[src/rtl/prog_loader_if.sv]
// Byte-stream valid/ready channel into the boot loader.
interface prog_loader_if #(
  parameter int unsigned DataWidth = 8
) ();
  logic                 valid;
  logic                 ready;
  logic                 last;
  logic [DataWidth-1:0] data;

  modport master (
    output valid,
    output data,
    output last,
    input  ready
  );

  modport slave (
    input  valid,
    input  data,
    input  last,
    output ready
  );
endinterface

[src/rtl/prog_loader.sv]
// Boot-time program loader: streams bytes into program memory and holds the core until done.
// Define PROG_LOADER_CHECKSUM_EN to require a trailing XOR checksum byte after the program.
module prog_loader #(
  parameter int unsigned DataWidth = 8,
  parameter int unsigned AddrWidth = 5
) (
  input  logic                 clk_i,
  input  logic                 rst_ni,
  input  logic                 start_i,
  prog_loader_if.slave         in_if,
  output logic                 mem_wr_o,
  output logic [AddrWidth-1:0] mem_addr_o,
  output logic [DataWidth-1:0] mem_data_o,
  output logic                 cpu_hold_o,
  output logic                 busy_o,
  output logic                 done_o,
  output logic                 err_o,
  output logic [AddrWidth:0]   count_o
);

  localparam int unsigned CntWidth = AddrWidth + 1;

  typedef enum logic [2:0] {
    StIdle,
    StLoad,
`ifdef PROG_LOADER_CHECKSUM_EN
    StCheck,
`endif
    StRun,
    StErr
  } state_e;

  state_e                 state_q, state_d;
  logic [AddrWidth-1:0]   ptr_q, ptr_d;
  logic [CntWidth-1:0]    count_q, count_d;
  logic                   mem_wr_q, mem_wr_d;
  logic [AddrWidth-1:0]   mem_addr_q, mem_addr_d;
  logic [DataWidth-1:0]   mem_data_q, mem_data_d;
  logic                   accept;
  logic                   load_end;
`ifdef PROG_LOADER_CHECKSUM_EN
  logic [DataWidth-1:0]   csum_q, csum_d;
`endif

  // Ready depends on state only so the upstream source never sees a combinational loop.
  always_comb begin
    in_if.ready = 1'b0;
    unique case (state_q)
      StLoad:  in_if.ready = 1'b1;
`ifdef PROG_LOADER_CHECKSUM_EN
      StCheck: in_if.ready = 1'b1;
`endif
      default: in_if.ready = 1'b0;
    endcase
  end

  assign accept   = in_if.valid & in_if.ready;
  assign load_end = in_if.last | (&ptr_q);

  always_comb begin
    state_d    = state_q;
    ptr_d      = ptr_q;
    count_d    = count_q;
    mem_wr_d   = 1'b0;
    mem_addr_d = mem_addr_q;
    mem_data_d = mem_data_q;
`ifdef PROG_LOADER_CHECKSUM_EN
    csum_d     = csum_q;
`endif
    if (start_i) begin
      // Restart wins over any byte accepted in the same cycle; that byte is dropped.
      state_d = StLoad;
      ptr_d   = '0;
      count_d = '0;
`ifdef PROG_LOADER_CHECKSUM_EN
      csum_d  = '0;
`endif
    end else begin
      case (state_q)
        StLoad: begin
          if (accept) begin
            mem_wr_d   = 1'b1;
            mem_addr_d = ptr_q;
            mem_data_d = in_if.data;
            count_d    = count_q + CntWidth'(1);
`ifdef PROG_LOADER_CHECKSUM_EN
            csum_d     = csum_q ^ in_if.data;
`endif
            if (load_end) begin
`ifdef PROG_LOADER_CHECKSUM_EN
              state_d = StCheck;
`else
              state_d = StRun;
`endif
            end else begin
              ptr_d = ptr_q + AddrWidth'(1);
            end
          end
        end
`ifdef PROG_LOADER_CHECKSUM_EN
        StCheck: begin
          if (accept) begin
            state_d = (in_if.data == csum_q) ? StRun : StErr;
          end
        end
`endif
        default: ;
      endcase
    end
  end

  always_ff @(posedge clk_i or negedge rst_ni) begin
    if (!rst_ni) begin
      state_q    <= StIdle;
      ptr_q      <= '0;
      count_q    <= '0;
      mem_wr_q   <= 1'b0;
      mem_addr_q <= '0;
      mem_data_q <= '0;
`ifdef PROG_LOADER_CHECKSUM_EN
      csum_q     <= '0;
`endif
    end else begin
      state_q    <= state_d;
      ptr_q      <= ptr_d;
      count_q    <= count_d;
      mem_wr_q   <= mem_wr_d;
      mem_addr_q <= mem_addr_d;
      mem_data_q <= mem_data_d;
`ifdef PROG_LOADER_CHECKSUM_EN
      csum_q     <= csum_d;
`endif
    end
  end

  assign mem_wr_o   = mem_wr_q;
  assign mem_addr_o = mem_addr_q;
  assign mem_data_o = mem_data_q;
  assign count_o    = count_q;
  assign cpu_hold_o = (state_q != StRun);
  assign done_o     = (state_q == StRun);
`ifdef PROG_LOADER_CHECKSUM_EN
  assign busy_o     = (state_q == StLoad) | (state_q == StCheck);
  assign err_o      = (state_q == StErr);
`else
  assign busy_o     = (state_q == StLoad);
  assign err_o      = 1'b0;
`endif

endmodule
[src/flat_wrapper.sv]
// flat-port wrapper written by rule: the top's interface ports become plain ports
module prog_loader_flat 
#(
  parameter int unsigned DataWidth = 8,
  parameter int unsigned AddrWidth = 5
)
  (clk_i, rst_ni, start_i, mem_wr_o, mem_addr_o, mem_data_o, cpu_hold_o, busy_o, done_o, err_o, count_o, in_if_valid, in_if_data, in_if_last, in_if_ready);
  prog_loader_if #(.DataWidth(DataWidth)) in_if_i ();
  input  logic clk_i;
  input  logic rst_ni;
  input  logic start_i;
  output logic mem_wr_o;
  output logic [AddrWidth-1:0] mem_addr_o;
  output logic [DataWidth-1:0] mem_data_o;
  output logic cpu_hold_o;
  output logic busy_o;
  output logic done_o;
  output logic err_o;
  output logic [AddrWidth:0] count_o;
  input wire logic [$bits(in_if_i.valid)-1:0] in_if_valid;
  input wire logic [$bits(in_if_i.data)-1:0] in_if_data;
  input wire logic [$bits(in_if_i.last)-1:0] in_if_last;
  output wire logic [$bits(in_if_i.ready)-1:0] in_if_ready;
  assign in_if_i.valid = in_if_valid;
  assign in_if_i.data = in_if_data;
  assign in_if_i.last = in_if_last;
  assign in_if_ready = in_if_i.ready;
  prog_loader #(.DataWidth(DataWidth), .AddrWidth(AddrWidth)) u_core (.clk_i(clk_i), .rst_ni(rst_ni), .start_i(start_i), .in_if(in_if_i), .mem_wr_o(mem_wr_o), .mem_addr_o(mem_addr_o), .mem_data_o(mem_data_o), .cpu_hold_o(cpu_hold_o), .busy_o(busy_o), .done_o(done_o), .err_o(err_o), .count_o(count_o));
endmodule
[config.mk]
export PLATFORM = sky130hd
export DESIGN_NAME = prog_loader_flat
export DESIGN_NICKNAME = d
export VERILOG_FILES = /design/src/rtl/prog_loader_if.sv /design/src/rtl/prog_loader.sv /design/src/flat_wrapper.sv
export SDC_FILE = /design/constraint.sdc
export NUM_CORES = 1
export LEC_CHECK = 0
export CAP_MARGIN = 0
export CORE_MARGIN = 5
export CORE_UTILIZATION = 44
export CTS_CLUSTER_DIAMETER = 30
export CTS_CLUSTER_SIZE = 30
export DETAILED_ROUTE_END_ITERATION = 10
export PLACE_DENSITY_LB_ADDON = 0.15
export SYNTH_ARGS = -nofsm -noshare
export SYNTH_HDL_FRONTEND = slang
export SYNTH_SLANG_ARGS = --single-unit
[constraint.sdc]
create_clock -name clk_i -period 3.5 [get_ports clk_i]
set_input_delay 0.35 -clock clk_i [delete_from_list [all_inputs] [get_ports clk_i]]
set_output_delay 0.35 -clock clk_i [all_outputs]
set_load 0.01 [all_outputs]
### Yosys cells after proc, flatten, opt, wreduce, memory -nomap -nowiden

Index checks and enable logic that the tools add are counted.

* bits in registers: 28
* output and inout bits: 25

* $add $sub $neg: 2
* equality and inequality tests: 4
* multiplexer cells: 15
* bitwise gates (word level): 3
* reductions and logical operators: 8

Operator list (count)
* $mux W5: 4
* $mux W6: 3
* $mux W3: 4
* $reduce_and A3 Y1: 3
* $add A6 B1 Y6 const B: 1
* $reduce_bool A2 Y1: 3
* $add A5 B1 Y5 const B: 1
* $reduce_and A5 Y1: 1
* $mux W1: 4
* $eq A3 B1 Y1 const B: 1
* $eq A3 B2 Y1 const B: 1
* $ne A3 B2 Y1 const B: 1
* $ne A2 B2 Y1 const B: 1
* $reduce_and A2 Y1: 1
* $and A1 B1 Y1: 1
* $not A1 Y1: 1
* $or A1 B1 Y1: 1

### Depth between registers and ports, before layout

* word-level depth: 6
* gate-level depth with buffers: 6
* mapped depth without buffers: 6

### Least setup slack after synthesis

Ideal clock, no wire load.

* path type: flip-flop to flip-flop
* start point: register u_core.ptr_q[0]
* end point: register u_core.ptr_q[2]
* arrival time: 1.650 ns
* required time: 3.375 ns
* slack: 1.725 ns
* stages on the path, launching flop included: 6
* clock period less this slack: 1.775 ns
* cells stage by stage: dfrtp_1 ha_1 and3_1 ha_1 nor4b_1 mux2_2

* word-level cells in the longest chain between the ends: 5

Ends and longest elaborated chain
* start, declared: line prog_loader.sv:34 `logic [AddrWidth-1:0] ptr_q, ptr_d;`
* start signal, assigned: line prog_loader.sv:125 `ptr_q <= ptr_d;`
* $add A5 B1 Y5: line prog_loader.sv:96 `ptr_d = ptr_q + AddrWidth'(1);`
* $mux W5: line prog_loader.sv:89 `if (load_end) begin`
* $mux W5: line prog_loader.sv:81 `if (accept) begin`
* $mux W5: line prog_loader.sv:79 `case (state_q)`
* $mux W5: line prog_loader.sv:70 `if (start_i) begin`

Several ways; a longest one is shown, not always the timed one. The select of a mux whose other input is x is not followed.
A chain may end at the register's enable or synchronous reset.

### Final worst setup path

Same ends and word-level chain as after synthesis.

==> results.ini <==
[synthesis]
syn_inst=99
ys_types=30
netlist_area_sq_mm=0.00123
ys_warn_count=0
postSynthNetCount=115
ys_seq_elements=27
synth.avg_cell_area_sq_um=12.4
yosysSeqAreaShare_pct=54.8

[route]
routed_wirelength_mm=2.22
first_iter_violations=21
vias=870
post_drt_wl_per_cell_um=13.4
antenna_left=0
drt_first_pass_iters=3
viasPerCell=5.24
post-route-drc-count=0

[sta]
hold_viol_final=0
setup_viol=0
period_minus_slack_ps=1930
setup_ws_ps=1570
whs_ps=379
finalSetupTns_ps=0
rsz0062_at_grt=false
drv_slew=0
clock.fmax_ghz=0.518
tightest_slew_ps=612
finClkSkew_ps=2.20
min_period_over_period_pct=55.1
slew_headroom_pct=59.1

[clock_network]
post-cts-setup-buffers=0
cts_resized=0
cts_root_buffer=clkbuf_4
cts.hold.buffers_added=0
cts_inserted_buffers=3
worst_setup_hold_path_clk_slew_ps=130
clk_latency_ps=320
clkSinkCount=27
htree_num_levels=1
cts_tree=built
cts_buffer_depth=2

[placement]
gp_congestion=0.749
pre_cts_slack_ps=1420
dp_hpwl_mm=1.69
dpl-instance-area_sq_mm=0.00160
portBuffers=36

[floorplanning]
rows=19
die_w_um=62.9
dieArea_sq_mm=0.00396
ioPinCount=38
die_y_um=62.9
core_sq_mm=0.00271
initial_core_util_pct=45.5

[pwr]
p_clk_share_pct=20.4
pwr-share-seq_pct=55.9
switchingPower_mw=0.165
switching_share_pct=25.6
power-per-cell-area_mw_per_mm2=396
leakage_nw=0.709
ir_drop_v=0.000254
power_report.internal_total_mw=0.480
p_comb_share_pct=23.7

[final_layout]
final_cell_mix=clkdlybuf4s50_1, dfrtp_1, mux2_2
antennaDiodeCount=0
final_common_cell=clkdlybuf4s50_1
area_delta_synth_final_pct=32.3
fin_nets=152
fin_area_sq_mm=0.00163
drive_above_1_share_pct=16.3

[critical_path]
slowest_delay_ps=450
r2r_end=u_core.ptr_q[2]
crit_top_cell=ha_1
cp.required_ps=3720
end_kind=flop
timing.reg2reg.worst_path_depth=5
r2r-start=u_core.ptr_q[0]
worstPathArrival_ps=2150
critPathKind=flop to flop
ff2ff_setup_slack_ps=1570
path_cells=ha_1, and3_1, ha_1, nor4b_1, mux2_2
cp_max_fo=6
cp_slowest_cell=dfrtp_1
cp-start-kind=flop

[global_routing]
top_usage_layer=met2
met2_usage_pct=20.8
grt_max_degree=28
grt_pass1_vias=871
grt_pass1_wl_mm=3.93
use_met1_pct=13.7
grt.overflow.total=0
groute.usage.overall_pct=12.2
antenna_found_initial=0
met3_usage_pct=4.32

[hold_path]
hp-class=input pin to asynchronous set/reset pin

[run]
drv_cap=0

[status]
status=finished, final reports clean

## per-stage QoR
stage | std cells | utilization, % | power, mW
2_1_floorplan | 99 | - | 0.435
4_1_cts | 166 | 60.2 | 0.656
5_1_grt | 166 | 60.2 | 0.683
3_5_place_dp | 162 | 59.2 | 0.523
6_report | 166 | 60.2 | 0.645
3_3_place_gp | 162 | 59.2 | 0.519
## cell families after synthesis
kind of cell	share of synthesized area, %
other cells	0.304
xor+xnor	1.42
flops	54.8
fa+ha+maj	3.05
simple gates	16.4
compound gates	4.67
mux	16.1
buf+inv	3.15
## power groups by stage
stage,Combinational (mW),Sequential [mW],Clock (mW)
after floorplan,0.0567,0.378,0
after global placement,0.153,0.366,0
after detailed placement,0.155,0.368,0
after CTS,0.156,0.362,0.138
after global routing,0.166,0.367,0.150
final,0.153,0.361,0.132
## area by class of cell
cell class / instances / area (sq um)
Clock buffer: 4 / 26.3
Tap cell: 31 / 38.8
Timing Repair Buffer: 37 / 368
Multi-Input combinational cell: 66 / 518
Sequential cell: 27 / 676
Fill cell: 238 / 1080
Inverter: 1 / 3.75
## cells in the mapped netlist
| library cell | n | area [sq um] |
|---|---|---|
| a21oi_1 | 4 | 20.0 |
| and3_1 | 1 | 6.26 |
| buf_2 | 1 | 5.00 |
| buf_4 | 2 | 15.0 |
| buf_6 | 1 | 11.3 |
| clkbuf_1 | 1 | 3.75 |
| conb_1 | 1 | 3.75 |
| dfrtp_1 | 27 | 676 |
| ha_1 | 3 | 37.5 |
| inv_1 | 1 | 3.75 |
| mux2_2 | 15 | 169 |
| mux2i_1 | 3 | 30.0 |
| nand2_1 | 2 | 7.51 |
| nand2b_1 | 6 | 37.5 |
| nand3_1 | 1 | 5.00 |
| nand3b_4 | 1 | 20.0 |
| nand4_1 | 1 | 6.26 |
| nand4b_1 | 2 | 17.5 |
| nor2_1 | 7 | 26.3 |
| nor2_4 | 1 | 11.3 |
| nor2b_1 | 3 | 18.8 |
| nor3_1 | 1 | 5.00 |
| nor4_1 | 1 | 6.26 |
| nor4b_1 | 1 | 8.76 |
| o21ai_0 | 4 | 20.0 |
| o21ba_2 | 1 | 10.0 |
| o31ai_1 | 1 | 7.51 |
| or3_1 | 3 | 18.8 |
| or4_1 | 1 | 7.51 |
| xor2_1 | 2 | 17.5 |
## how the worst max path moves through the flow
stage | from | end | slack [ps] | depth (start not counted)
2_1_floorplan | u_core.ptr_q[0] | u_core.ptr_q[2] | 1730 | 5
3_5_place_dp | start_i | u_core.mem_data_o[5] | 1420 | 3
6_report | u_core.ptr_q[0] | u_core.ptr_q[2] | 1570 | 5
5_1_grt | u_core.ptr_q[0] | u_core.ptr_q[2] | 1450 | 5
3_3_place_gp | start_i | u_core.mem_data_o[6] | 1450 | 3
4_1_cts | u_core.ptr_q[0] | u_core.ptr_q[2] | 1540 | 5
## critical path, delay by kind of cell (launching register included)
kind / cells / cell delay [ps]
AND/OR/NAND/NOR: 2 / 530
adder cells (fa/ha/maj): 2 / 460
flip-flops: 1 / 450
multiplexers: 1 / 380
## flip-flops by register name, indices dropped and copies added, names as in the netlist
signal / cells
u_core.mem_data_o: 8
u_core.count_o: 6
u_core.mem_addr_o: 5
u_core.ptr_q: 5
u_core.state_q: 2
u_core.mem_wr_o: 1
## routing by layer
layer | part of all wire, % | vias up
met4 | 1.3 | 0
met1 | 42 | 428
li1 | - | 419
met2 | 49 | 21
met5 | 0 | -
met3 | 7.7 | 2
Power figures use the tool's default switching activity.
==> edit, RTL diff (same settings) <==
`mem_addr_q` no longer has a reset.
--- a/src/rtl/prog_loader.sv
+++ b/src/rtl/prog_loader.sv
@@ -116,5 +116,4 @@
       count_q    <= '0;
       mem_wr_q   <= 1'b0;
-      mem_addr_q <= '0;
       mem_data_q <= '0;
 `ifdef PROG_LOADER_CHECKSUM_EN
@@ -126,5 +125,4 @@
       count_q    <= count_d;
       mem_wr_q   <= mem_wr_d;
-      mem_addr_q <= mem_addr_d;
       mem_data_q <= mem_data_d;
 `ifdef PROG_LOADER_CHECKSUM_EN
@@ -132,4 +130,8 @@
 `endif
     end
+  end
+
+  always_ff @(posedge clk_i) begin
+    mem_addr_q <= mem_addr_d;
   end
 
Formal check against the unedited RTL: differs if rst_ni is asserted again (counterexample within 4 cycles, from zero or initial values and one cycle with rst_ni low); with rst_ni held inactive, the same outputs for 10 cycles.
==> edit against the original RTL <==
Clock skew is 0.0046 ns higher. Total power is 0.62% higher. Sequential cell count stayed put. Synthesized cell count is 4.0% lower. Area after synthesis is 2.7% lower. Wire length is 0.90% higher. Combinational power is 3% lower. Design area is 2.5% lower. Core utilization is 0.96 points lower. Setup slack worse by 0.014 ns. Count of clock-buffer cells in the layout stayed put.
==> edit: results (changes against the original RTL) <==
Status
  – Result of the run: complete, no violations

Global route
  – Vias in the first global route: 916 (+5.2%)
  – Met3 GRT Util: 3.243% (-1.1 points)
  – Met2 Track Usage GR: 21.50% (+0.73 points)
  – First-pass GRT wire length: 3.995 mm (+1.8%)
  – GRT Total Usage: 12.24% (+0.073 points)
  – Largest net degree at the start of global routing: 23 (-18%)
  – Met1 Track Usage GR: 14.95% (+1.3 points)

Yosys
  – Seq/Total Area, Yosys: 58.46% (+3.6 points)
  – Syn nets: 111 (-3.5%)
  – Post-synthesis cell type count: 31 (+3.3%)
  – Synth top area cells: dfrtp_1, edfxtp_1, mux2_2
  – Most frequent cells after synthesis: dfrtp_1, mux2_2, nor2_1
  – Cells after Synth: 95 (-4.0%)

Hold path
  – HP Class: flop to flop

Detailed routing
  – Max Used Layer: met3
  – Routed len/inst: 13.92 µm (+4.0%)
  – WL met2: 1.195 mm (+10%)
  – Pre-Repair DR Iteration Count: 6 (+3)
  – Metal-1 WL: 891 µm (-4.6%)
  – Met3 Wirelength: 154 µm (-9.9%)
  – DR vias: 848 (-2.5%)
  – Final WL: 2.241 mm (+0.90%)

Final layout
  – Fill count: 232 (-2.5%)
  – Share of layout cells above drive strength 1: 11.54% (-4.8 points)

Pwr
  – Seq. pwr: 370 µW (+2%)
  – Switching share of power: 25.18% (-0.42 points)
  – Combinational power: 149 µW (-3%)
  – Worst vdd ir: 0.2564 mV (+1.1%)

Timing
  – Fin Clk Skew: 0.006834 ns (+0.004637 ns)
  – Period utilisation layout: 55.50% (+0.39 points)
  – Rel. slew slack: 36.34% (-23 points)
  – Worst hold margin: 0.5088 ns (+0.1302 ns)

Placed design
  – GPL Wtd Cong: 0.7235 (-3.5%)
  – Final HPWL DP: 1.705 mm (+0.98%)
  – Placement Cell Area: 1564 µm² (-2.5%)
  – DP Worst Slack: 1.232 ns (-0.1838 ns)
  – Placed cells: 157 (-3.1%)
## edit: cell types whose count changed after synthesis, sizes merged
| cell | change |
|---|---|
| edfxtp | +5 |
| mux2 | -5 |
| nor2 | +1 |
| dfrtp | -5 |
| clkbuf | +1 |
| buf | -1 |
## edit: final cells by class
type                       count  area (µm²)  share of cell area [%]
multi-input combinational     62       460.4                   28.95
clock buffer                   4       26.28                   1.652
inverter                       1       3.754                  0.2360
sequential                    27       700.7                   44.06
tap                           31       38.79                   2.439
timing repair buffer          36       360.3                   22.66
## edit: logic make-up after synthesis
| kind of cell | share of synthesized area [%] |
|---|---|
| AO/OA/AOI/OAI | 4.802 |
| XOR/XNOR | 1.462 |
| adder cells (fa/ha/maj) | 3.132 |
| buffers and inverters | 3.131 |
| flip-flops | 58.45 |
| multiplexers | 11.90 |
| other | 0.3129 |
| AND/OR/NAND/NOR | 16.81 |
